<file path="src/rtl/rdout_acc.sv">
// rdout_acc: multi-lane readout accumulator.
// Sums NCHUNK signed partial-sum chunks per lane into a wide accumulator,
// clips each lane to QW bits, then holds the result until the consumer takes it.
// Optional feature: define RDOUT_ACC_BIAS_EN to add a per-lane 'bias' input whose
// sign-extended value seeds the accumulators on every clear instead of zero.
module rdout_acc #(
    parameter int QW     = 32,
    parameter int NOUT   = 2,
    parameter int NCHUNK = 16,
    parameter int AW     = QW + $clog2(NCHUNK) + 1
) (
    input  logic                      clk,
    input  logic                      rst_n,
    input  logic                      ce,
    input  logic                      in_valid,
    output logic                      in_ready,
    input  logic [NOUT*QW-1:0]        in_q,
    output logic                      out_valid,
    input  logic                      out_ready,
    output logic [NOUT*QW-1:0]        out_y,
    output logic [NOUT-1:0]           sat,
    output logic [$clog2(NCHUNK)-1:0] chunk_cnt
`ifdef RDOUT_ACC_BIAS_EN
    ,
    input  logic [NOUT*QW-1:0]        bias
`endif
);

    localparam int CW = $clog2(NCHUNK);
    localparam logic [CW-1:0] CNT_LAST = CW'(NCHUNK - 1);

    localparam logic [1:0] ST_ACC  = 2'd0;
    localparam logic [1:0] ST_SAT  = 2'd1;
    localparam logic [1:0] ST_HOLD = 2'd2;

    localparam logic signed [AW-1:0] SAT_MAX = {{(AW-QW+1){1'b0}}, {(QW-1){1'b1}}};
    localparam logic signed [AW-1:0] SAT_MIN = {{(AW-QW+1){1'b1}}, {(QW-1){1'b0}}};

    logic [1:0]             state_q, state_d;
    logic [CW-1:0]          cnt_q, cnt_d;
    logic signed [AW-1:0]   acc_q    [NOUT];
    logic signed [AW-1:0]   acc_d    [NOUT];
    logic signed [AW-1:0]   acc_base [NOUT];
    logic signed [AW-1:0]   acc_clr  [NOUT];
    logic [NOUT*QW-1:0]     out_y_q, out_y_d;
    logic [NOUT-1:0]        sat_q, sat_d;
    logic                   accept;
    logic                   hold_done;

    function automatic logic signed [AW-1:0] sext(input logic [QW-1:0] v);
        return {{(AW-QW){v[QW-1]}}, v};
    endfunction

    assign accept    = ce & in_valid & (state_q == ST_ACC);
    assign hold_done = ce & out_ready & (state_q == ST_HOLD);

`ifdef RDOUT_ACC_BIAS_EN
    logic bias_load_q, bias_load_d;

    // After reset the bias has not been loaded yet; the first enabled cycle loads it
    always_comb begin
        bias_load_d = bias_load_q & ~ce;
    end

    // Pending-bias flag, set by reset and cleared once the bias has been applied
    always_ff @(posedge clk or negedge rst_n) begin
        if (!rst_n) begin
            bias_load_q <= 1'b1;
        end else begin
            bias_load_q <= bias_load_d;
        end
    end
`endif

    // Value each lane returns to on a clear: the bias when built with it, else zero
    always_comb begin
        for (int k = 0; k < NOUT; k++) begin
`ifdef RDOUT_ACC_BIAS_EN
            acc_clr[k] = sext(bias[k*QW +: QW]);
`else
            acc_clr[k] = '0;
`endif
        end
    end

    // Starting point for this cycle's add; a pending bias load replaces the stored sum
    always_comb begin
        for (int k = 0; k < NOUT; k++) begin
`ifdef RDOUT_ACC_BIAS_EN
            acc_base[k] = bias_load_q ? acc_clr[k] : acc_q[k];
`else
            acc_base[k] = acc_q[k];
`endif
        end
    end

    // FSM and chunk counter: the last chunk of a vector wraps the count and moves to SAT
    always_comb begin
        state_d = state_q;
        cnt_d   = cnt_q;
        case (state_q)
            ST_ACC: begin
                if (accept) begin
                    if (cnt_q == CNT_LAST) begin
                        cnt_d   = '0;
                        state_d = ST_SAT;
                    end else begin
                        cnt_d = cnt_q + CW'(1);
                    end
                end
            end
            ST_SAT: begin
                if (ce) begin
                    state_d = ST_HOLD;
                end
            end
            ST_HOLD: begin
                if (hold_done) begin
                    state_d = ST_ACC;
                end
            end
            default: begin
                state_d = ST_ACC;
            end
        endcase
    end

    // Accumulators add sign-extended chunks in ACC and are cleared when a result is taken
    always_comb begin
        for (int k = 0; k < NOUT; k++) begin
            acc_d[k] = acc_q[k];
            if (hold_done) begin
                acc_d[k] = acc_clr[k];
            end else if (ce && (state_q == ST_ACC)) begin
                acc_d[k] = acc_base[k] + (accept ? sext(in_q[k*QW +: QW]) : '0);
            end
        end
    end

    // Clip each wide sum into the QW-bit output range and flag lanes that were clipped
    always_comb begin
        out_y_d = out_y_q;
        sat_d   = sat_q;
        if (ce && (state_q == ST_SAT)) begin
            for (int k = 0; k < NOUT; k++) begin
                if (acc_q[k] > SAT_MAX) begin
                    out_y_d[k*QW +: QW] = SAT_MAX[QW-1:0];
                    sat_d[k]            = 1'b1;
                end else if (acc_q[k] < SAT_MIN) begin
                    out_y_d[k*QW +: QW] = SAT_MIN[QW-1:0];
                    sat_d[k]            = 1'b1;
                end else begin
                    out_y_d[k*QW +: QW] = acc_q[k][QW-1:0];
                    sat_d[k]            = 1'b0;
                end
            end
        end
    end

    // State registers; reset discards any partially accumulated vector
    always_ff @(posedge clk or negedge rst_n) begin
        if (!rst_n) begin
            state_q <= ST_ACC;
            cnt_q   <= '0;
            out_y_q <= '0;
            sat_q   <= '0;
            for (int k = 0; k < NOUT; k++) begin
                acc_q[k] <= '0;
            end
        end else begin
            state_q <= state_d;
            cnt_q   <= cnt_d;
            out_y_q <= out_y_d;
            sat_q   <= sat_d;
            for (int k = 0; k < NOUT; k++) begin
                acc_q[k] <= acc_d[k];
            end
        end
    end

    assign in_ready  = (state_q == ST_ACC);
    assign out_valid = (state_q == ST_HOLD);
    assign out_y     = out_y_q;
    assign sat       = sat_q;
    assign chunk_cnt = cnt_q;

endmodule

</file>
<file path="config.mk">
export PLATFORM = sky130hd
export DESIGN_NAME = rdout_acc
export DESIGN_NICKNAME = d
export VERILOG_FILES = /design/src/rtl/rdout_acc.sv
export SDC_FILE = /design/constraint.sdc
export NUM_CORES = 1
export LEC_CHECK = 0
export CORE_MARGIN = 5
export CORE_UTILIZATION = 49
export CTS_BUF_LIST = sky130_fd_sc_hd__clkbuf_4
export DETAILED_ROUTE_END_ITERATION = 10
export PLACE_DENSITY = 0.73
export SKIP_LAST_GASP = 1
export SYNTH_ARGS = -nofsm -noshare
export SYNTH_HDL_FRONTEND = slang
export SYNTH_SLANG_ARGS = --single-unit
export TNS_END_PERCENT = 10
</file>
<file path="constraint.sdc">
create_clock -name clk -period 4.4 [get_ports clk]
set_clock_uncertainty 0.05 [all_clocks]
set_input_delay 0.66 -clock clk [delete_from_list [all_inputs] [get_ports clk]]
set_output_delay 0.66 -clock clk [all_outputs]
set_load 0.02 [all_outputs]
</file>
# Word level (Yosys, flattened, before mapping)
# Index checks and enable logic that the tools add are counted.
dict set report classes {
  reduce_logical 6
  bitwise_logic 4
  n_eq_ne 7
  n_addsub 3
  n_mux 20
  n_lt_le_gt_ge 4
}
# op n
set ops {}
lappend ops {{$mux W37} 6}
lappend ops {{$mux W32} 4}
lappend ops {{$add A37 B37 Y37} 2}
lappend ops {{$gt A37 B32 Y1 const B} 2}
lappend ops {{$lt A37 B32 Y1 const B} 2}
lappend ops {{$mux W2} 4}
lappend ops {{$ne A2 B1 Y1 const B} 3}
lappend ops {{$pmux W2 S3} 1}
lappend ops {{$add A4 B1 Y4 const B} 1}
lappend ops {{$and A1 B1 Y1} 4}
lappend ops {{$eq A4 B4 Y1 const B} 1}
lappend ops {{$mux W1} 4}
lappend ops {{$mux W4} 1}
lappend ops {{$reduce_and A4 Y1} 1}
lappend ops {{$eq A2 B1 Y1 const B} 1}
lappend ops {{$eq A2 B2 Y1 const B} 1}
lappend ops {{$logic_and A1 B1 Y1} 2}
lappend ops {{$logic_not A2 Y1} 1}
lappend ops {{$ne A2 B2 Y1 const B} 1}
lappend ops {{$reduce_and A2 Y1} 1}
lappend ops {{$reduce_bool A2 Y1} 1}
dict set report word_totals {
  out_inout_bits 72
  wordCells 50
  register_bits 146
  inputBits 69
}

# Longest topological paths before layout
# Gate-level depths: netlist of run 1.
dict set report logic_depth {
  word_depth 6
  depth_mapped 17
  mapped_depth_nobuf 15
}

# Worst setup path after synthesis of run 1
# Ideal clock, no wire load.
dict set report synth_timing {
  kind {input -> register}
  startpoint {input ce}
  endpoint {register acc_q (netlist bit acc_base[36])}
  required_ns 4.217
  path_slack_ns 0.344
  arrival_ns 3.873
  cell_stages 17
  setup_time_ns 0.133
  path_buffers 2
  cell_sequence {nor2b_1 > nor2b_1 > clkbuf_1 > clkbuf_1 > and3_1 > ha_1 > inv_1 > fa_1 > nor2b_1 > o31ai_2 > a21oi_1 > o21ai_1 > a211oi_1 > o21ai_0 > and3_1 > o31ai_1 > o31ai_1}
}
dict set report synth_between {
  elab_chain_len 6
  word_cells_on_any_way 10
  cone_classes {add/sub: 1; mux: 3; bitwise: 4; reduce/logical: 2}
}
# item line
set synth_rtl {}
lappend synth_rtl {{start: declaration} 14} ;# input logic ce,
lappend synth_rtl {{$and A1 B1 Y1 (2 in a row)} 54} ;# assign accept = ce & in_valid & (state_q == ST_ACC);
lappend synth_rtl {{$mux W37} 135} ;# acc_d[k] = acc_base[k] + (accept ? sext(in_q[k*QW +: QW]) : '0);
lappend synth_rtl {{$add A37 B37 Y37} 135}
lappend synth_rtl {{$mux W37} 134} ;# end else if (ce && (state_q == ST_ACC)) begin
lappend synth_rtl {{$mux W37} 132} ;# if (hold_done) begin
lappend synth_rtl {{end signal: indexed assignment} 176} ;# acc_q[k] <= acc_d[k];
lappend synth_rtl {{end: declaration} 41} ;# logic signed [AW-1:0] acc_q [NOUT];
# Parallel ways exist; a longest one is shown, timed or not. The select of a mux whose other input is x is not followed.
# A chain may end at the register's enable or synchronous reset.

# Worst setup path in the final report of run 1
dict set report layout_timing {
  startpoint {input ce}
  endpoint {register acc_q (netlist bit acc_base[73])}
}
# Same word-level chain as after synthesis.

==> flow_metrics.env, run 1 <==
export IMPL_path_class="in -> reg"
export IMPL_area_delta_synth_final_pct=22.6
export IMPL_critPathMaxFanout=13
export IMPL_synth_edf_count=0
export IMPL_rrSetupSlack_ps=640
export IMPL_core_mm2=0.0202
export IMPL_synth_area_leaders="dfrtp_1 (36%), ha_1 (9.1%), a21oi_1 (7.4%), nand2_1 (6.7%), o21ai_0 (6.4%)"
export IMPL_synth_seq_cells=146
export IMPL_synth_area_mm2=0.0100
export IMPL_fin_util=0.608
export IMPL_leakage_nw=5.84
export IMPL_final_nets=1502
export IMPL_setup_violations=0
export IMPL_layout_drive_gt1_share=0.0847
export IMPL_critPathLaunchType="primary input"
export IMPL_grt_antenna_before_repair=2
export IMPL_antenna_left=0
export IMPL_start_util=0.496
export IMPL_ys_warn_count=0
export IMPL_insertion_delay_ps=570
export IMPL_final_cells=1642
export IMPL_synth_nets=1359
export IMPL_fin_setup_tns_ps=0
export IMPL_dieArea_mm2=0.0234
export IMPL_rows=52
export IMPL_critical_path_required_ps=4800
export IMPL_period_share=0.900
export IMPL_hold_viol=0
export IMPL_timing_rr_start="state_q[0]$_DFFE_PN0P_"
export IMPL_drc=0
export IMPL_cts_root_buf="clkbuf_4"
export IMPL_avgSynthCellArea_um2=8.26
export IMPL_cp_end_kind="flip-flop"
export IMPL_dpl_hpwl_mm=20.4
export IMPL_synth_flop_cell="dfrtp_1"
export IMPL_final_area_mm2=0.0123
export IMPL_avgRoutedWirePerCell_um=16.8
export IMPL_ctsLongestPathBuffers=2
export IMPL_ctsHoldBuffers=0
export IMPL_grt_pass1_wl_mm=45.8
export IMPL_powerDensity_mw_per_mm2=584
export IMPL_grt_pass1_vias=9224
export IMPL_netlist_area_leader_share=0.364
export IMPL_h_tree_depth=4
export IMPL_track_usage=0.234
export IMPL_dp_cells=1609
export IMPL_async_flop_share=1.00
export IMPL_placed_area_mm2=0.0120
export IMPL_io_pins=141
export IMPL_gp_congestion=0.913
export IMPL_path_clk_slew_ps=130
export IMPL_rr_endpoint="acc_base[73]$_DFFE_PN0P_"
export IMPL_cts_resized_gates=0
export IMPL_hold_ws_ps=127
export IMPL_die_h_um=153
export IMPL_dpl_worst_slack_ps=-132
export IMPL_grt_max_degree=93
export IMPL_cts_tree="built"
export IMPL_slew_violations=0
export IMPL_netlist_instances=1215
export IMPL_yosysSeqAreaShare=0.364
export IMPL_io_buffers=140
export IMPL_detail_route_first_pass_iterations=5
export IMPL_min_period_ps=3960
export IMPL_cts_setup_buffers=0
export IMPL_via_per_inst=5.69
export IMPL_vias=9342
export IMPL_cap_violations=0
export IMPL_hp_class="in -> async"
export IMPL_crit_end="acc_base[73]$_DFFE_PN0P_"
export IMPL_max_freq_mhz=253
export IMPL_grt_overflow_total=0
export IMPL_reg2reg_depth=16
export IMPL_worst_ep_arrival_time_ps=4360
export IMPL_ir_drop_mv=0.266
export IMPL_rsz0062_at_grt="false"
export IMPL_synth_cell_types=59
export IMPL_startpoint="ce"
export IMPL_status="finished clean"
export IMPL_clock_sinks=146
export IMPL_drt_initial_drc_count=508
export IMPL_layout_setup_ws_ps=440
export IMPL_worstMarginPinSlew_ps=969
export IMPL_finalPower_mw=7.19
export IMPL_yosys_area_top_type="dfrtp_1"
export IMPL_routed_wl_mm=27.7
export IMPL_cts_made_buffers=17
export IMPL_die_x_um=153
export IMPL_slew_headroom=0.352
cells in the final DEF, fill, tap and decap left out, types with 4 or more instances in the layout:
| cell | instances |
|---|---|
| nand2_1 | 180 |
| a21oi_1 | 147 |
| dfrtp_1 | 146 |
| clkdlybuf4s50_1 | 138 |
| o21ai_0 | 128 |
| ha_1 | 73 |
| and3_1 | 71 |
| buf_4 | 62 |
| a21o_1 | 42 |
| nor2_1 | 37 |
| xnor2_1 | 33 |
| o21ai_1 | 30 |
| xor2_1 | 28 |
| nand3_1 | 25 |
| inv_1 | 20 |
| clkbuf_4 | 17 |
| nand4_1 | 16 |
| nor3_1 | 13 |
| nor2b_1 | 11 |
| a22o_1 | 11 |
| o21bai_1 | 10 |
| o211ai_1 | 9 |
| a211oi_1 | 9 |
| o31ai_1 | 7 |
| a31oi_1 | 7 |
| or3_1 | 6 |
| and2_1 | 4 |
| o21a_1 | 4 |
| nand3b_1 | 4 |
| nand2b_1 | 4 |
| mux2_2 | 4 |
| nor3b_1 | 4 |
| clkinv_2 | 4 |
registers in the layout, indices dropped and copies added (netlist names):
register,count
state_q,2
chunk_cnt,4
acc_base,74
out_y,64
sat,2
power breakdown:
part | switching, mW | total, mW | internal (mW)
Sequential | 0.473 | 2.37 | 1.89
Combinational | 2.22 | 3.92 | 1.70
Clock | 0.514 | 0.902 | 0.388
Total | 3.21 | 7.19 | 3.98
worst max-delay path: stages:
cell and delay [ps]:
clkdlybuf4s50_1 520, nor2b_1 190, nor2b_4 200, buf_4 240, and3_1 190, ha_1 200, inv_1 70, fa_1 410
nor2b_1 180, o31ai_1 120, a21o_1 210, o21ai_1 280, o211ai_1 200, o2111ai_1 270, a21oi_1 90, nand3b_1 180
mux2i_1 130
kinds of logic (layout without fill, tap and decap cells):
group	Yosys count	count (layout)	synth area share
xor gates and xnor gates	61	61	0.0532
adders and majority gates	75	75	0.0950
AOI/OAI and AO/OA	437	437	0.257
DFF	146	146	0.364
buffers and inverters	100	255	0.0379
and+or+nand+nor	389	389	0.185
other	0	2	0
muxes	7	7	0.00748
cell type report:
class,count,area (um2)
multi-input combinational,969,6040
tap,270,338
clock buffer,17,128
fill,1773,7930
antenna,2,5.00
inverter,20,75.1
clock inverter,14,164
timing repair buffer,204,1900
sequential,146,3650
cells in the mapped netlist (2+ instances only):
library cell and n:
a211oi_1 9, a21boi_1 2, a21o_1 42, a21oi_1 149, a221oi_1 2, a22o_1 11
a31oi_1 7, a32o_1 3, and2_1 4, and3_1 71, and4_1 2, buf_2 4
clkbuf_1 76, dfrtp_1 146, fa_1 2, ha_1 73, inv_1 20, mux2_2 4
mux2i_1 3, nand2_1 180, nand2b_1 5, nand3_1 25, nand3b_1 4, nand4_1 16
nor2_1 38, nor2b_1 12, nor3_1 13, nor3b_1 4, nor4_1 3, o2111ai_1 3
o211ai_1 9, o21a_1 4, o21ai_0 128, o21ai_1 32, o21bai_1 10, o221ai_1 3
o31ai_1 7, or2_2 2, or3_1 6, or4_1 3, xnor2_1 33, xor2_1 28
worst min-delay path by stage:
| stage | endpoint | slack [ps] | cells past startpoint |
|---|---|---|---|
| after floorplan | acc_base[0]$_DFFE_PN0P_ | 310 | 0 |
| after global placement | out_y[47]$_DFFE_PN0P_ | 410 | 2 |
| after detailed placement | out_y[13]$_DFFE_PN0P_ | 420 | 2 |
| after CTS | acc_base[28]$_DFFE_PN0P_ | 140 | 1 |
| after global routing | chunk_cnt[2]$_DFFE_PN0P_ | 180 | 1 |
| final | chunk_cnt[2]$_DFFE_PN0P_ | 130 | 1 |
metal layers:
| metal | track usage | share of wire | vias to the layer above | routed length, um |
|---|---|---|---|---|
| met2 | 0.394 | 0.48 | 244 | 13200 |
| met4 | 0.0815 | 0.023 | 0 | 643 |
| li1 | - | - | 4668 | - |
| met3 | 0.0385 | 0.048 | 39 | 1330 |
| met1 | 0.307 | 0.45 | 4391 | 12500 |
| met5 | 0 | 0 | - | 0 |
Note: power is estimated with default switching activity, not from simulation.
==> run 2, diff against run 1 <==
CAP_MARGIN = 20   (was not set)
RECOVER_POWER = 100   (was not set)
==> flow_metrics.env, run 2 (synthesis gave the netlist of run 1 again) <==
export IMPL_die_x_um=153
export IMPL_h_tree_depth=4
export IMPL_largest_reg_flops=74
export IMPL_fillCellCount=1784
export IMPL_critPathMaxFanout=22
export IMPL_powerDensity_mw_per_mm2=578
export IMPL_avgRoutedWirePerCell_um=16.8
export IMPL_clock_sinks=146
export IMPL_dpl_worst_slack_ps=-132
export IMPL_hold_viol=0
export IMPL_final_cells=1642
export IMPL_grt_pass1_wl_mm=45.8
export IMPL_dieArea_mm2=0.0234
export IMPL_drc=0
export IMPL_cts_setup_buffers=0
export IMPL_final_cell_mix="nand2_1 (180), a21oi_1 (147), dfrtp_1 (146)"
export IMPL_cts_made_buffers=17
export IMPL_drt_initial_drc_count=470
export IMPL_grt_max_degree=93
export IMPL_layout_drive_gt1_share=0.0766
export IMPL_routed_wl_mm=27.6
export IMPL_critical_path_required_ps=4810
export IMPL_critPathLaunchType="primary input"
export IMPL_grt_pass1_vias=9224
export IMPL_path_class="in -> reg"
export IMPL_detail_route_first_pass_iterations=5
export IMPL_min_period_ps=4090
export IMPL_slew_violations=265
export IMPL_rsz0062_at_grt="false"
export IMPL_hp_class="reg -> reg"
export IMPL_core_mm2=0.0202
export IMPL_cp_end_kind="flip-flop"
export IMPL_track_usage=0.234
export IMPL_ir_drop_mv=0.260
export IMPL_gp_congestion=0.913
export IMPL_worst_ep_arrival_time_ps=4500
export IMPL_cts_resized_gates=0
export IMPL_area_delta_synth_final_pct=21.9
export IMPL_cts_root_buf="clkbuf_4"
export IMPL_regArea_mm2=0.00365
export IMPL_dp_cells=1609
export IMPL_fin_util=0.605
export IMPL_setup_violations=0
export IMPL_max_freq_mhz=245
export IMPL_worstMarginPinSlew_ps=2340
export IMPL_cts_tree="built"
export IMPL_period_share=0.929
export IMPL_io_buffers=140
export IMPL_mostFrequentLayoutCell="nand2_1"
export IMPL_rows=52
export IMPL_multiInputGateArea_mm2=0.00603
export IMPL_path_clk_slew_ps=140
export IMPL_dpl_hpwl_mm=20.4
export IMPL_vias=9365
export IMPL_cap_violations=4
export IMPL_ctsHoldBuffers=0
export IMPL_start_util=0.496
export IMPL_layout_setup_ws_ps=314
export IMPL_leakage_nw=6.01
export IMPL_status="finished, violations left"
export IMPL_ctsLongestPathBuffers=2
export IMPL_die_h_um=153
export IMPL_io_pins=141
export IMPL_slew_headroom=-0.563
export IMPL_final_nets=1502
export IMPL_hold_ws_ps=433
export IMPL_violations="capacitance limit, slew limit"
export IMPL_grt_overflow_total=0
export IMPL_via_per_inst=5.70
export IMPL_insertion_delay_ps=560
export IMPL_antenna_left=0
export IMPL_grt_antenna_before_repair=2
-- run 2: cell types whose count changed in the layout (fill, tap and decap cells not counted), sizes merged --
cell           before  now
buf                66   54
clkbuf             17   29
clkdlybuf4s50     138   65
dlygate4sd3         0   73
-- run 2: layout make-up --
class,instances,area share
Inverter,20,0.00614
Sequential cell,146,0.299
Tap cell,270,0.0276
Multi-Input combinational cell,969,0.493
Clock inverter,14,0.0134
Clock buffer,17,0.0104
Antenna cell,2,0.000409
Timing Repair Buffer,204,0.150
-- run 2: metrics by stage --
stage	area, um2	TNS (ps)	total power [mW]
2_1_floorplan	10000	0	4.81
4_1_cts	12300	0	7.22
6_report	12200	0	7.06
3_3_place_gp	12000	-24.2	6.22
5_1_grt	12200	0	7.66
3_5_place_dp	12000	-439	6.30
-- run 2: critical path, stage by stage --
cell and delay (ps):
dlygate4sd3_1 590, nor2b_1 190, nor2b_4 200, buf_4 250
and3_1 190, ha_1 270, nor2b_1 170, o31ai_2 230
a21oi_1 130, o21ai_0 340, a211oi_1 160, o21bai_1 390
a31oi_1 160, or3_1 320, a32o_1 250
-- run 2: layer usage --
metal,routed length [um],share of wire,GRT usage
met5,0,0,0
met4,614,0.022,0.0815
met1,12300,0.45,0.307
met3,1510,0.055,0.0385
met2,13200,0.48,0.394
-- run 2: power breakdown --
| group | switching (mW) | internal, mW | leakage (nW) |
|---|---|---|---|
| clock network | 0.513 | 0.388 | 0.155 |
| logic | 2.21 | 1.60 | 3.96 |
| registers | 0.461 | 1.90 | 1.90 |
| total | 3.18 | 3.88 | 6.01 |
-- run 2: final timing paths --
path,start,to,slack [ps],cells past startpoint
max,ce,acc_base[24]$_DFFE_PN0P_,310,15
min,out_y[60]$_DFFE_PN0P_,out_y[60]$_DFFE_PN0P_,430,2
max reg2reg,state_q[0]$_DFFE_PN0P_,acc_base[24]$_DFFE_PN0P_,590,14
min reg2reg,out_y[60]$_DFFE_PN0P_,out_y[60]$_DFFE_PN0P_,430,2
max in group asynchronous,rst_n,acc_base[30]$_DFFE_PN0P_,1250,2
min in group asynchronous,rst_n,chunk_cnt[2]$_DFFE_PN0P_,740,1
==> run 3, diff against run 2 <==
ABC_AREA = 1   (was not set)
PLACE_DENSITY = 0.72   (was 0.73)
==> flow_metrics.env, run 3 <==
export IMPL_status="finished, violations left"
export IMPL_violations="capacitance limit, slew limit"
export IMPL_h_tree_depth=4
export IMPL_synth_area_mm2=0.0114
export IMPL_synth_edf_count=0
export IMPL_cts_resized_gates=0
export IMPL_via_per_inst=5.12
export IMPL_clockPowerShare=0.124
export IMPL_vias=11600
export IMPL_cts_tree="built"
export IMPL_ctsHoldBuffers=0
export IMPL_setup_violations=0
export IMPL_rows=56
export IMPL_synth_area_leaders="dfrtp_1 (32%), nand2_1 (20%), inv_1 (11%), ha_1 (8.0%), nor2_1 (6.9%)"
export IMPL_layout_drive_gt1_share=0.0309
export IMPL_dieArea_mm2=0.0265
export IMPL_avgSynthCellArea_um2=6.36
export IMPL_synth_flop_cell="dfrtp_1"
export IMPL_cts_made_buffers=17
export IMPL_dpl_hpwl_mm=25.7
export IMPL_met1_length_mm=16.8
export IMPL_io_buffers=140
export IMPL_netlist_area_leader_share=0.319
export IMPL_fillCellCount=2316
export IMPL_grt_overflow_total=0
export IMPL_yosys_area_share_simple=0.334
export IMPL_gp_congestion=0.996
export IMPL_die_h_um=163
export IMPL_synth_seq_cells=146
export IMPL_critPathLaunchType="primary input"
export IMPL_synth_most_common_cell="nand2_1"
export IMPL_synth_top_family_by_area="simple AND/OR/NAND/NOR gates"
export IMPL_path_clk_slew_ps=160
export IMPL_power_switching_mw=3.51
export IMPL_comb_power_share=0.540
export IMPL_hold_viol=0
export IMPL_grt_antenna_before_repair=1
export IMPL_critical_path_required_ps=4790
export IMPL_cp_end_kind="flip-flop"
export IMPL_core_mm2=0.0233
export IMPL_path_class="in -> reg"
export IMPL_detail_route_first_pass_iterations=5
export IMPL_synth_mux_area_frac=0
export IMPL_min_period_ps=3800
export IMPL_final_cell_mix="nand2_1 (615), inv_1 (331), nor2_1 (210)"
export IMPL_area_delta_synth_final_pct=17.2
export IMPL_leakage_nw=7.47
export IMPL_start_util=0.492
export IMPL_drt_initial_drc_count=896
export IMPL_slew_violations=145
export IMPL_fin_setup_tns_ps=0
export IMPL_seq_power_share=0.336
export IMPL_netlist_instances=1801
export IMPL_clock_sinks=146
export IMPL_yosysSeqAreaShare=0.319
export IMPL_drc=0
export IMPL_routed_wl_met3_mm=2.35
export IMPL_yosys_area_top_type="dfrtp_1"
export IMPL_dr_wl_met2_mm=14.5
export IMPL_avgRoutedWirePerCell_um=15.1
export IMPL_synth_nets=1945
export IMPL_ctsLongestPathBuffers=2
export IMPL_routed_wl_mm=34.1
export IMPL_yosys_area_share_adder=0.0833
export IMPL_max_freq_mhz=263
export IMPL_async_flop_share=1.00
export IMPL_swShare=0.482
export IMPL_power_internal_mw=3.77
export IMPL_slew_headroom=-0.263
export IMPL_fin_util=0.577
export IMPL_ir_drop_mv=0.248
export IMPL_cts_root_buf="clkbuf_4"
export IMPL_rsz0062_at_grt="false"
export IMPL_cap_violations=2
export IMPL_worstMarginPinSlew_ps=1900
export IMPL_track_usage=0.261
export IMPL_grt_pass1_vias=10900
export IMPL_ys_warn_count=0
export IMPL_largest_reg_flops=74
export IMPL_antenna_left=0
export IMPL_final_nets=2076
export IMPL_worst_ep_arrival_time_ps=4180
export IMPL_dr_max_layer_used="met5"
export IMPL_grt_pass1_wl_mm=56.1
export IMPL_cts_setup_buffers=0
export IMPL_grt_max_degree=77
export IMPL_synth_common_cells="nand2_1 (614), inv_1 (331), nor2_1 (210), dfrtp_1 (146), nand3_1 (100)"
export IMPL_rrSetupSlack_ps=790
export IMPL_die_x_um=163
export IMPL_hp_class="in -> async"
export IMPL_period_share=0.863
export IMPL_synth_cell_types=41
export IMPL_mostFrequentLayoutCell="nand2_1"
export IMPL_powerDensity_mw_per_mm2=542
export IMPL_insertion_delay_ps=580
export IMPL_io_pins=141
export IMPL_synth_compound_gate_area_share=0.126
export IMPL_critPathMaxFanout=60
export IMPL_synth_xor_area_frac=0.0120
[run 3: cell count changes in the layout (fill, tap and decap cells not counted), sizes merged, moves of 66 or more]
cell	change
o21ai	-98
inv	+313
nand2	+438
and3	-71
a21oi	-66
nor2	+175
nand3	+76
[run 3: cell type report]
cell class / count / area (um2) / share of cell area
Clock buffer: 17 / 128 / 0.00951
Tap cell: 319 / 399 / 0.0297
Inverter: 333 / 1260 / 0.0936
Clock inverter: 13 / 138 / 0.0103
Sequential cell: 146 / 3650 / 0.272
Antenna cell: 1 / 2.50 / 0.000186
Timing Repair Buffer: 152 / 1500 / 0.111
Multi-Input combinational cell: 1282 / 6350 / 0.473
[run 3: per-layer routing]
metal	global-route usage	up-vias
met4	0.0488	2
li1	-	5870
met3	0.0440	31
met1	0.401	5321
met5	0.0189	-
met2	0.388	365
[run 3: metrics by stage]
stage | hold WS, ps | std cells | worst slack [ps] | total power, mW | instance area [um2]
after global placement | 423 | 2232 | 605 | 6.44 | 13200
after CTS | 23.0 | 2262 | 1170 | 7.43 | 13500
final | 4.41 | 2263 | 603 | 7.28 | 13400
after floorplan | 314 | 1801 | 1450 | 5.00 | 11400
after detailed placement | 448 | 2232 | 596 | 6.51 | 13200
after global routing | 24.2 | 2263 | 442 | 7.93 | 13400
[run 3: final timing paths]
path | startpoint | to | cells after the start
worst max-delay path | ce | acc_base[64]$_DFFE_PN0P_ | 17
worst min-delay path | rst_n | acc_base[66]$_DFFE_PN0P_ | 1
worst max register to register | state_q[0]$_DFFE_PN0P_ | acc_base[64]$_DFFE_PN0P_ | 17
worst min register to register | out_y[63]$_DFFE_PN0P_ | out_y[63]$_DFFE_PN0P_ | 2
max in group asynchronous | rst_n | acc_base[59]$_DFFE_PN0P_ | 2
min in group clk | out_y[63]$_DFFE_PN0P_ | out_y[63]$_DFFE_PN0P_ | 2
[run 3: cells by family after synthesis]
family | Yosys count
AND/OR/NAND/NOR | 954
buffers and inverters | 373
AO/OA/AOI/OAI | 239
flip-flops | 146
adder cells (fa/ha/maj) | 75
XOR/XNOR | 14
[run 3: power by group through the flow]
stage	logic, mW	clock network [mW]	registers, mW
2_1_floorplan	2.31	0	2.69
3_3_place_gp	3.97	0	2.47
3_5_place_dp	4.03	0	2.48
4_1_cts	4.05	0.922	2.46
5_1_grt	4.42	0.976	2.54
6_report	3.93	0.901	2.45
[run 3: worst max-delay path, stage by stage]
cell           delay [ps]
dlygate4sd3_1         640
nand2_4               130
inv_6                  40
nand2_8               320
clkinvlp_2            410
nand2_1               220
inv_1                  60
ha_1                  290
nand3_1                70
nand3_1               200
a21oi_1               140
o21ai_0               400
nand2_1               240
nand2_1               120
nand2_1                50
nand3_1               100
nand2_1                90
